File: src/rtl/bp_update_queue.sv
// bp_update_queue: in-order branch queue releasing resolved, committed branches as two-phase predictor updates
module bp_update_queue #(
    parameter int DEPTH     = 8,
    parameter int NUM_IN    = 2,
    parameter int SQN_W     = 7,
    parameter int FETCHID_W = 3,
    parameter int FOFF_W    = 3,
    localparam int IW       = $clog2(DEPTH)
) (
    input  logic                   clk,
    input  logic                   rst,
    input  logic                   IN_allocValid,
    input  logic [SQN_W-1:0]       IN_allocSqN,
    input  logic [FETCHID_W-1:0]   IN_allocFetchID,
    input  logic [FOFF_W-1:0]      IN_allocFetchOffs,
    input  logic [30:0]            IN_allocPC,
    output logic [IW-1:0]          OUT_allocIdx,
    output logic                   OUT_full,
    input  logic [NUM_IN-1:0]      IN_resValid,
    input  logic [NUM_IN*IW-1:0]   IN_resIdx,
    input  logic [NUM_IN-1:0]      IN_resTaken,
    input  logic [SQN_W-1:0]       IN_comSqN,
    input  logic                   IN_flush,
    input  logic [SQN_W-1:0]       IN_flushSqN,
    output logic                   OUT_upd0Valid,
    output logic [FETCHID_W-1:0]   OUT_upd0FetchID,
    output logic [FOFF_W-1:0]      OUT_upd0FetchOffs,
    output logic                   OUT_upd0Taken,
    output logic                   OUT_upd1Valid,
    output logic [30:0]            OUT_upd1PC
);
    logic [DEPTH-1:0]     valid, valid_n, resolved, taken, flushed;
    logic [SQN_W-1:0]     sqn [DEPTH];
    logic [FETCHID_W-1:0] fid [DEPTH];
    logic [FOFF_W-1:0]    foffs [DEPTH];
    logic [30:0]          pc [DEPTH];
    logic [IW-1:0]        head, tail, tail_n;
    logic [30:0]          upd0_pc;
    logic                 rel, alloc_ok, found;
    logic [SQN_W-1:0]     com_diff;

    // a is strictly younger than b in wrapping sequence-number space
    function automatic logic younger(input logic [SQN_W-1:0] a, input logic [SQN_W-1:0] b);
        logic [SQN_W-1:0] d;
        d = a - b;
        return !d[SQN_W-1] && (d != '0);
    endfunction

    assign OUT_allocIdx = tail;
    assign alloc_ok     = IN_allocValid && !OUT_full && !IN_flush;
    assign com_diff     = sqn[head] - IN_comSqN;
    assign rel          = valid[head] && resolved[head] && com_diff[SQN_W-1];

    // next occupancy: release at head, flush of younger entries, alloc at tail; new tail after flush
    always_comb begin
        valid_n = valid;
        tail_n  = tail;
        found   = 1'b0;
        flushed = '0;
        for (int i = 0; i < DEPTH; i++)
            flushed[i] = IN_flush && valid[i] && younger(sqn[i], IN_flushSqN);
        for (int k = 0; k < DEPTH; k++)
            if (!found && flushed[head + IW'(k)]) begin
                tail_n = head + IW'(k);
                found  = 1'b1;
            end
        if (rel) valid_n[head] = 1'b0;
        valid_n = valid_n & ~flushed;
        if (alloc_ok) begin
            valid_n[tail] = 1'b1;
            tail_n        = tail + 1'b1;
        end
    end

    // queue state, entry payloads, resolves and the two-stage update pipeline
    always_ff @(posedge clk) begin
        if (rst) begin
            valid         <= '0;
            head          <= '0;
            tail          <= '0;
            OUT_full      <= 1'b0;
            OUT_upd0Valid <= 1'b0;
            OUT_upd1Valid <= 1'b0;
        end else begin
            valid         <= valid_n;
            tail          <= tail_n;
            head          <= head + IW'(rel);
            OUT_full      <= &valid_n;
            OUT_upd0Valid <= rel;
            OUT_upd1Valid <= OUT_upd0Valid;
            OUT_upd1PC    <= upd0_pc;
            if (rel) begin
                OUT_upd0FetchID   <= fid[head];
                OUT_upd0FetchOffs <= foffs[head];
                OUT_upd0Taken     <= taken[head];
                upd0_pc           <= pc[head];
            end
            for (int p = 0; p < NUM_IN; p++)
                if (IN_resValid[p] && valid[IN_resIdx[p*IW +: IW]]) begin
                    resolved[IN_resIdx[p*IW +: IW]] <= 1'b1;
                    taken[IN_resIdx[p*IW +: IW]]    <= IN_resTaken[p];
                end
            if (alloc_ok) begin
                resolved[tail] <= 1'b0;
                sqn[tail]      <= IN_allocSqN;
                fid[tail]      <= IN_allocFetchID;
                foffs[tail]    <= IN_allocFetchOffs;
                pc[tail]       <= IN_allocPC;
            end
        end
    end
endmodule

File: config.mk
export PLATFORM = sky130hd
export DESIGN_NAME = bp_update_queue
export DESIGN_NICKNAME = d
export VERILOG_FILES = /design/src/rtl/bp_update_queue.sv
export SDC_FILE = /design/constraint.sdc
export NUM_CORES = 1
export LEC_CHECK = 0
export CORE_MARGIN = 10
export CORE_UTILIZATION = 30
export DETAILED_ROUTE_END_ITERATION = 8
export PLACE_DENSITY = 0.48
export SLEW_MARGIN = 20
export SYNTH_ARGS = -nofsm -noshare
export SYNTH_HDL_FRONTEND = slang
export SYNTH_SLANG_ARGS = --single-unit
File: constraint.sdc
create_clock -name clk -period 16.6 [get_ports clk]
set_clock_uncertainty 0.15 [all_clocks]
set_input_delay 2.49 -clock clk [delete_from_list [all_inputs] [get_ports clk]]
set_output_delay 2.49 -clock clk [all_outputs]
set_load 0.01 [all_outputs]
## Word-level counts from Yosys, hierarchy flattened

Memory sizes are Yosys's and may differ from the RTL's. A register that Yosys moved wholly into a read port is not among the register bits.
Index checks and enable logic that the tools add are counted.

- Register bits: 65
- Memory bits (writable): 352
- Bits of input ports: 72
- Word-level logic and storage cells: 192
- Memories: 4

- Add/subtract/negate cells: 18
- Magnitude comparators: 15
- Muxes and demuxes: 66
- Bitwise gates (word level): 10
- Reductions and logical operators: 69

Memory list:

| memory | words | bits a word | rd ports | clocked after memory_dff | wr ports | line | text |
|---|---|---|---|---|---|---|---|
| pc | 8 | 31 | 1 | 1 | 1 | 36 | `logic [30:0] pc [DEPTH];` |
| sqn | 8 | 7 | 9 | 1 | 1 | 33 | `logic [SQN_W-1:0] sqn [DEPTH];` |
| fid | 8 | 3 | 1 | 1 | 1 | 34 | `logic [FETCHID_W-1:0] fid [DEPTH];` |
| foffs | 8 | 3 | 1 | 1 | 1 | 35 | `logic [FOFF_W-1:0] foffs [DEPTH];` |

Operator list:

| cell | number |
|---|---|
| two-way mux 8 bit | 10 |
| subtractor 7 bit | 9 |
| nonzero test 7 bit | 8 |
| < comparator 3 x 4 -> 1 bit (second input constant) | 11 |
| logical AND 1 bit | 41 |
| binary-select mux 1 bit (select 3 bit) | 13 |
| two-way mux 3 bit | 10 |
| two-way mux 1 bit | 27 |
| AND 8 bit | 3 |
| NOT 8 bit | 3 |
| OR 8 bit | 3 |
| zero test 1 bit | 17 |
| bitwise mux 8 bit | 2 |
| adder 3 bit (second input constant) | 4 |
| demux 1 bit (select 3 bit) | 4 |
| greater-or-equal comparator 3 x 1 -> 1 bit (second input constant) | 4 |
| nonzero test 9 bit | 1 |
| AND reduction 8 bit | 1 |
| adder 3 x 1 -> 3 bit (second input constant) | 2 |
| adder 3 x 2 -> 3 bit (second input constant) | 2 |
| adder 3 x 1 -> 3 bit | 1 |
| AND reduction 2 bit | 1 |
| NOT 1 bit | 1 |

## Logic depth before layout (Yosys ltp)

- Depth after elaboration: 29
- Mapped depth: 20
- Depth with buffers taken out: 16

## Least setup slack after synthesis

OpenSTA, ideal clock, no wires.

- Path kind: in2reg
- Start: input port IN_flush
- End: memory fid[4][0] (enable)
- Library setup time: 0.555 ns
- Arrival: 7.425 ns
- Path slack: 8.470 ns
- Stages: 6
- Path buffers: 2
- Path through: buf_2 nor2_1 and2_1 clkbuf_1 nand2_1 nor4_1

- Word-level cells in the longest chain between the ends: 5

Ends and longest elaborated chain:

| element | line | text |
|---|---|---|
| start, declared | 23 | `input logic IN_flush,` |
| zero test 1 bit | 50 | `assign alloc_ok = IN_allocValid && !OUT_full && !IN_flush;` |
| logical AND 1 bit | 50 |  |
| two-way mux 1 bit | 103 | `if (alloc_ok) begin` |
| two-way mux 1 bit | 77 | `if (rst) begin` |
| two-way mux 1 bit (not written as such) | 106 | `fid[tail] <= IN_allocFetchID;` |
| end, declared | 34 |  |

No other way between the ends.

## Worst setup path after layout

- Start: input port IN_flushSqN[0]
- End: register tail[0] (netlist: OUT_allocIdx[0])

- Word-level cells in the longest chain between the ends: 29

Ends and longest elaborated chain:

| element | line | text |
|---|---|---|
| start, declared | 24 | `input logic [SQN_W-1:0] IN_flushSqN,` |
| subtractor 7 bit | 45 | `d = a - b;` |
| nonzero test 7 bit / zero test 1 bit (equally long branches) | 46 | `return !d[SQN_W-1] && (d != '0);` |
| logical AND 1 bit | 46 |  |
| logical AND 1 bit | 61 | `flushed[i] = IN_flush && valid[i] && younger(sqn[i], IN_flushSqN);` |
| binary-select mux 1 bit (select 3 bit) | 63 | `if (!found && flushed[head + IW'(k)]) begin` |
| two-way mux 1 bit (not written as such) | 63 |  |
| two-way mux 1 bit | 63 |  |
| zero test 1 bit | 63 |  |
| [13 not listed] | n/a |  |
| two-way mux 1 bit | 63 |  |
| zero test 1 bit | 63 |  |
| logical AND 1 bit | 63 |  |
| two-way mux 1 bit | 63 |  |
| zero test 1 bit | 63 |  |
| logical AND 1 bit | 63 |  |
| two-way mux 3 bit | 63 |  |
| two-way mux 3 bit | 69 | `if (alloc_ok) begin` |
| end signal, assigned | 86 | `tail <= tail_n;` |
| end, declared | 37 | `logic [IW-1:0] head, tail, tail_n;` |

Parallel ways exist; a longest one is shown, timed or not. The select of a mux whose other input is x is not followed.
A chain may end at the register's enable or synchronous reset.

==> flow_summary.json <==
{
  "yosys_warnings": 0,
  "reg2reg_setup_slack_ps": 11390,
  "floorplan.initialDensity_pct": 30.3,
  "postSynthAreaPerCell_um2": 15.0,
  "wl_per_cell_um": 23.2,
  "synth_top_cell_by_area": "sky130_fd_sc_hd__edfxtp_1",
  "clockBufferDepth": 3,
  "num_io_pins": 116,
  "synth-async-reset-ratio_pct": 0,
  "min_period_ps": 6970,
  "global_route.peak_usage_layer": "met2",
  "cp_capture_type": "flop",
  "timing.final.hold_violations": 0,
  "drive_above_1_share_pct": 14.5,
  "worst_reg2reg_path_startpoint": "head[1]",
  "total_power_density_per_cell_area_mw_per_mm2": 98.7,
  "r2r_cells": 12,
  "netlist_instances": 1416,
  "worst_hold_path.num_cells": 0,
  "num-fill-cells": 6733,
  "crit_path_max_fanout": 8,
  "cp_top_family": "simple AND/OR/NAND/NOR gates",
  "postSynthNetCount": 1558,
  "insertion_delay_ps": 600,
  "drt-initial-drc-count": 1114,
  "core_region_area_mm2": 0.0701,
  "post-synth-top-area-fraction_pct": 61.7,
  "globalRoute.totalOverflow": 0,
  "cp_common_cell": "sky130_fd_sc_hd__nor4_1",
  "setup_viol": 0,
  "maxSlewViolCount": 0,
  "critPathMaxStageDelay_ps": 780,
  "worstPathRequired_ps": 16930,
  "synth_enable_flop_cells": 437,
  "total_leakage_power_uw": 0.00819,
  "max_slew.worst_pin.slew_ps": 1090,
  "worst_setup_hold_path_clk_slew_ps": 60,
  "route.vias.total": 12813,
  "synth_sequential_area_ratio_pct": 63.3,
  "grt.met3_usage_pct": 2.81,
  "non_filler_cell_area_final_mm2": 0.0250,
  "synth_common_cells": "sky130_fd_sc_hd__edfxtp_1, sky130_fd_sc_hd__nand2_1, sky130_fd_sc_hd__mux4_2",
  "area.sequential_mm2": 0.0135,
  "pre_antenna_drt_iters": 5,
  "critPathBufInv": 2,
  "synth-main-ff-cell": "sky130_fd_sc_hd__edfxtp_1",
  "cts_inserted_buffers": 48,
  "remaining_routing_drc_violations": 0,
  "post-dp-hpwl_um": 35700,
  "wire_length_of_the_first_global_routing_pass_um": 86700,
  "place.gp.congestion": 0.907,
  "grt_util_met2_pct": 23.4,
  "final_min_period_over_clock_period_pct": 42.0,
  "post_cts_resized": 0,
  "timing.fmax_mhz": 143,
  "htree_levels": 2,
  "grt_usage_pct": 14.0,
  "yosys_register_bits": 454,
  "number_of_global_route_vias_before_repair": 13187,
  "grt_setup_unrepaired": "no",
  "timing.setup.tns_ps": 0,
  "setup.worst_path.class": "input port to flop",
  "root_buffer": "sky130_fd_sc_hd__clkbuf_16",
  "timing.critical_path.cells": "clkdlybuf4s50_1 -> ha_1 -> inv_1 -> fa_1 -> a211oi_1 -> nor2_1 -> mux2i_1 -> nor4_1 -> nor3_1 -> or4_1 -> a31oi_2 -> nand3_2 -> nor4b_2 -> nor4_1 -> o21ai_0 -> nand3_1",
  "antenna_found_initial": 7,
  "multi_input_area_mm2": 0.00740,
  "layout_net_count": 1683,
  "die_height_um": 286,
  "cts_sinks": 454,
  "post-cts-setup-buffer-count": 0,
  "worst_hold_path_type": "flop to flop",
  "yosysUniqueCellTypes": 92,
  "run_status": "finished, final reports clean",
  "port-buffer-count": 115,
  "vias_per_cell": 5.10,
  "tritoncts": "done",
  "fp.dieArea_mm2": 0.0819,
  "start_kind": "input port",
  "syn-cell-area_mm2": 0.0213,
  "drtAntennaViolNets": 0,
  "grtUsageMet1_pct": 18.2,
  "critical-path-slowest-cell": "sky130_fd_sc_hd__clkdlybuf4s50_1",
  "critical_path_arrival_ps": 7300,
  "hold_path_startpoint": "upd0_pc[8]",
  "maxCapViolCount": 0,
  "detail_route.wirelength_um": 58400,
  "cp_num_cells": 16,
  "worstHoldEndpoint": "OUT_upd1PC[8]",
  "synthMostInstantiatedCell": "sky130_fd_sc_hd__edfxtp_1",
  "post_dp_cell_area_mm2": 0.0235,
  "hold_buffers": 0,
  "crit_reg_reg_endpoint": "OUT_allocIdx[0]",
  "yosys-top-cells-area": "sky130_fd_sc_hd__edfxtp_1, sky130_fd_sc_hd__mux4_2, sky130_fd_sc_hd__ha_1, sky130_fd_sc_hd__nand2_1, sky130_fd_sc_hd__dfxtp_1",
  "total_power_uw": 2470,
  "std_cell_rows": 97,
  "area_growth_syn_to_layout_pct": 17.6,
  "grt_max_degree": 88,
  "fp.dieW_um": 286,
  "worst_slew_margin_rel_pct": 26.8,
  "peakVddDrop_mv": 0.0782
}
layout by cell type (no fill, tap or decap), types with 8 or more instances in the layout:
master,netlist,routed
sky130_fd_sc_hd__buf_4,4,16
sky130_fd_sc_hd__clkinv_1,2,8
sky130_fd_sc_hd__nor2b_1,10,10
sky130_fd_sc_hd__a21o_1,13,13
sky130_fd_sc_hd__ha_1,62,62
sky130_fd_sc_hd__clkbuf_1,30,12
sky130_fd_sc_hd__dfxtp_1,17,14
sky130_fd_sc_hd__xnor2_1,16,16
sky130_fd_sc_hd__o31a_1,8,8
sky130_fd_sc_hd__o221ai_1,8,8
sky130_fd_sc_hd__a211oi_1,8,8
sky130_fd_sc_hd__fa_1,8,8
sky130_fd_sc_hd__nor3b_1,12,12
sky130_fd_sc_hd__clkdlybuf4s50_1,0,115
sky130_fd_sc_hd__clkinv_2,0,9
sky130_fd_sc_hd__nor2_1,76,71
sky130_fd_sc_hd__mux4_2,98,98
sky130_fd_sc_hd__inv_1,51,49
sky130_fd_sc_hd__mux2i_1,18,18
sky130_fd_sc_hd__a31oi_1,9,9
sky130_fd_sc_hd__nand2b_1,17,17
sky130_fd_sc_hd__o21ai_0,41,41
sky130_fd_sc_hd__xor2_1,16,16
sky130_fd_sc_hd__edfxtp_1,437,437
sky130_fd_sc_hd__nor3_1,19,18
sky130_fd_sc_hd__nor4_1,13,11
sky130_fd_sc_hd__a21oi_1,34,34
sky130_fd_sc_hd__clkbuf_16,0,49
sky130_fd_sc_hd__nand2_1,182,182
sky130_fd_sc_hd__nand3_1,31,31
area by class of cell:
type                            count  area share [%]
Antenna cell                        1          0.0100
Clock buffer                       61            5.08
Clock inverter                     21           0.776
Inverter                           53           0.796
Multi-Input combinational cell    852            29.6
Sequential cell                   454            53.9
Tap cell                          940            4.70
Timing Repair Buffer              132            5.16
power by group:
part           switching, µW  internal (µW)  leakage, µW  total, µW
Sequential              11.6           1270      0.00411       1280
Combinational           97.0           73.3      0.00335        170
Clock                    440            574     0.000720       1010
Total                    548           1920      0.00819       2470
per-layer routing:
metal | share of wire [%] | up-vias
met5 | 0.12 | -
met1 | 44 | 6586
met4 | 2.4 | 12
met3 | 5.1 | 99
met2 | 49 | 321
li1 | - | 5795
worst max-delay path by stage:
stage	from	endpoint
2_1_floorplan	IN_flush	fid[4][0]
3_3_place_gp	IN_flushSqN[0]	OUT_allocIdx[0]
3_5_place_dp	IN_flushSqN[0]	OUT_allocIdx[0]
4_1_cts	IN_flushSqN[0]	OUT_allocIdx[0]
5_1_grt	IN_flushSqN[0]	OUT_allocIdx[0]
6_report	IN_flushSqN[0]	OUT_allocIdx[0]
worst register-to-register path: cells and delay by family (launching register included):
family / cells / cell delay [ps]
compound gates: 3 / 980
xor+xnor: 1 / 660
fa+ha+maj: 1 / 460
buf+inv: 2 / 1410
flops: 1 / 520
simple gates: 5 / 930
registers in the layout (all words and copies together), names as in the netlist:
name / flops
OUT_upd1PC: 31
OUT_upd0Taken: 1
OUT_allocIdx: 3
OUT_upd0FetchID: 3
valid: 8
OUT_full: 1
foffs: 24
sqn: 56
taken: 8
resolved: 8
OUT_upd1Valid: 1
head: 3
OUT_upd0FetchOffs: 3
upd0_pc: 31
pc: 248
OUT_upd0Valid: 1
fid: 24
stage by stage:
step	util, %	worst slack, ps	hold slack [ps]	cells
2_1_floorplan	-	8470	250	1416
3_3_place_gp	33.5	9050	254	2431
3_5_place_dp	33.5	9040	256	2431
4_1_cts	35.6	9700	268	2513
5_1_grt	35.6	9240	272	2513
6_report	35.6	9630	269	2514
cells by family after synthesis:
logic type                 synth area share (%)
DFF                                        63.3
and+or+nand+nor                            9.45
AOI/OAI and AO/OA                          7.40
muxes                                      11.9
buffers and inverters                      2.13
adders and majority gates                  4.40
xor gates and xnor gates                   1.39
(Power assumes the default switching activity.)
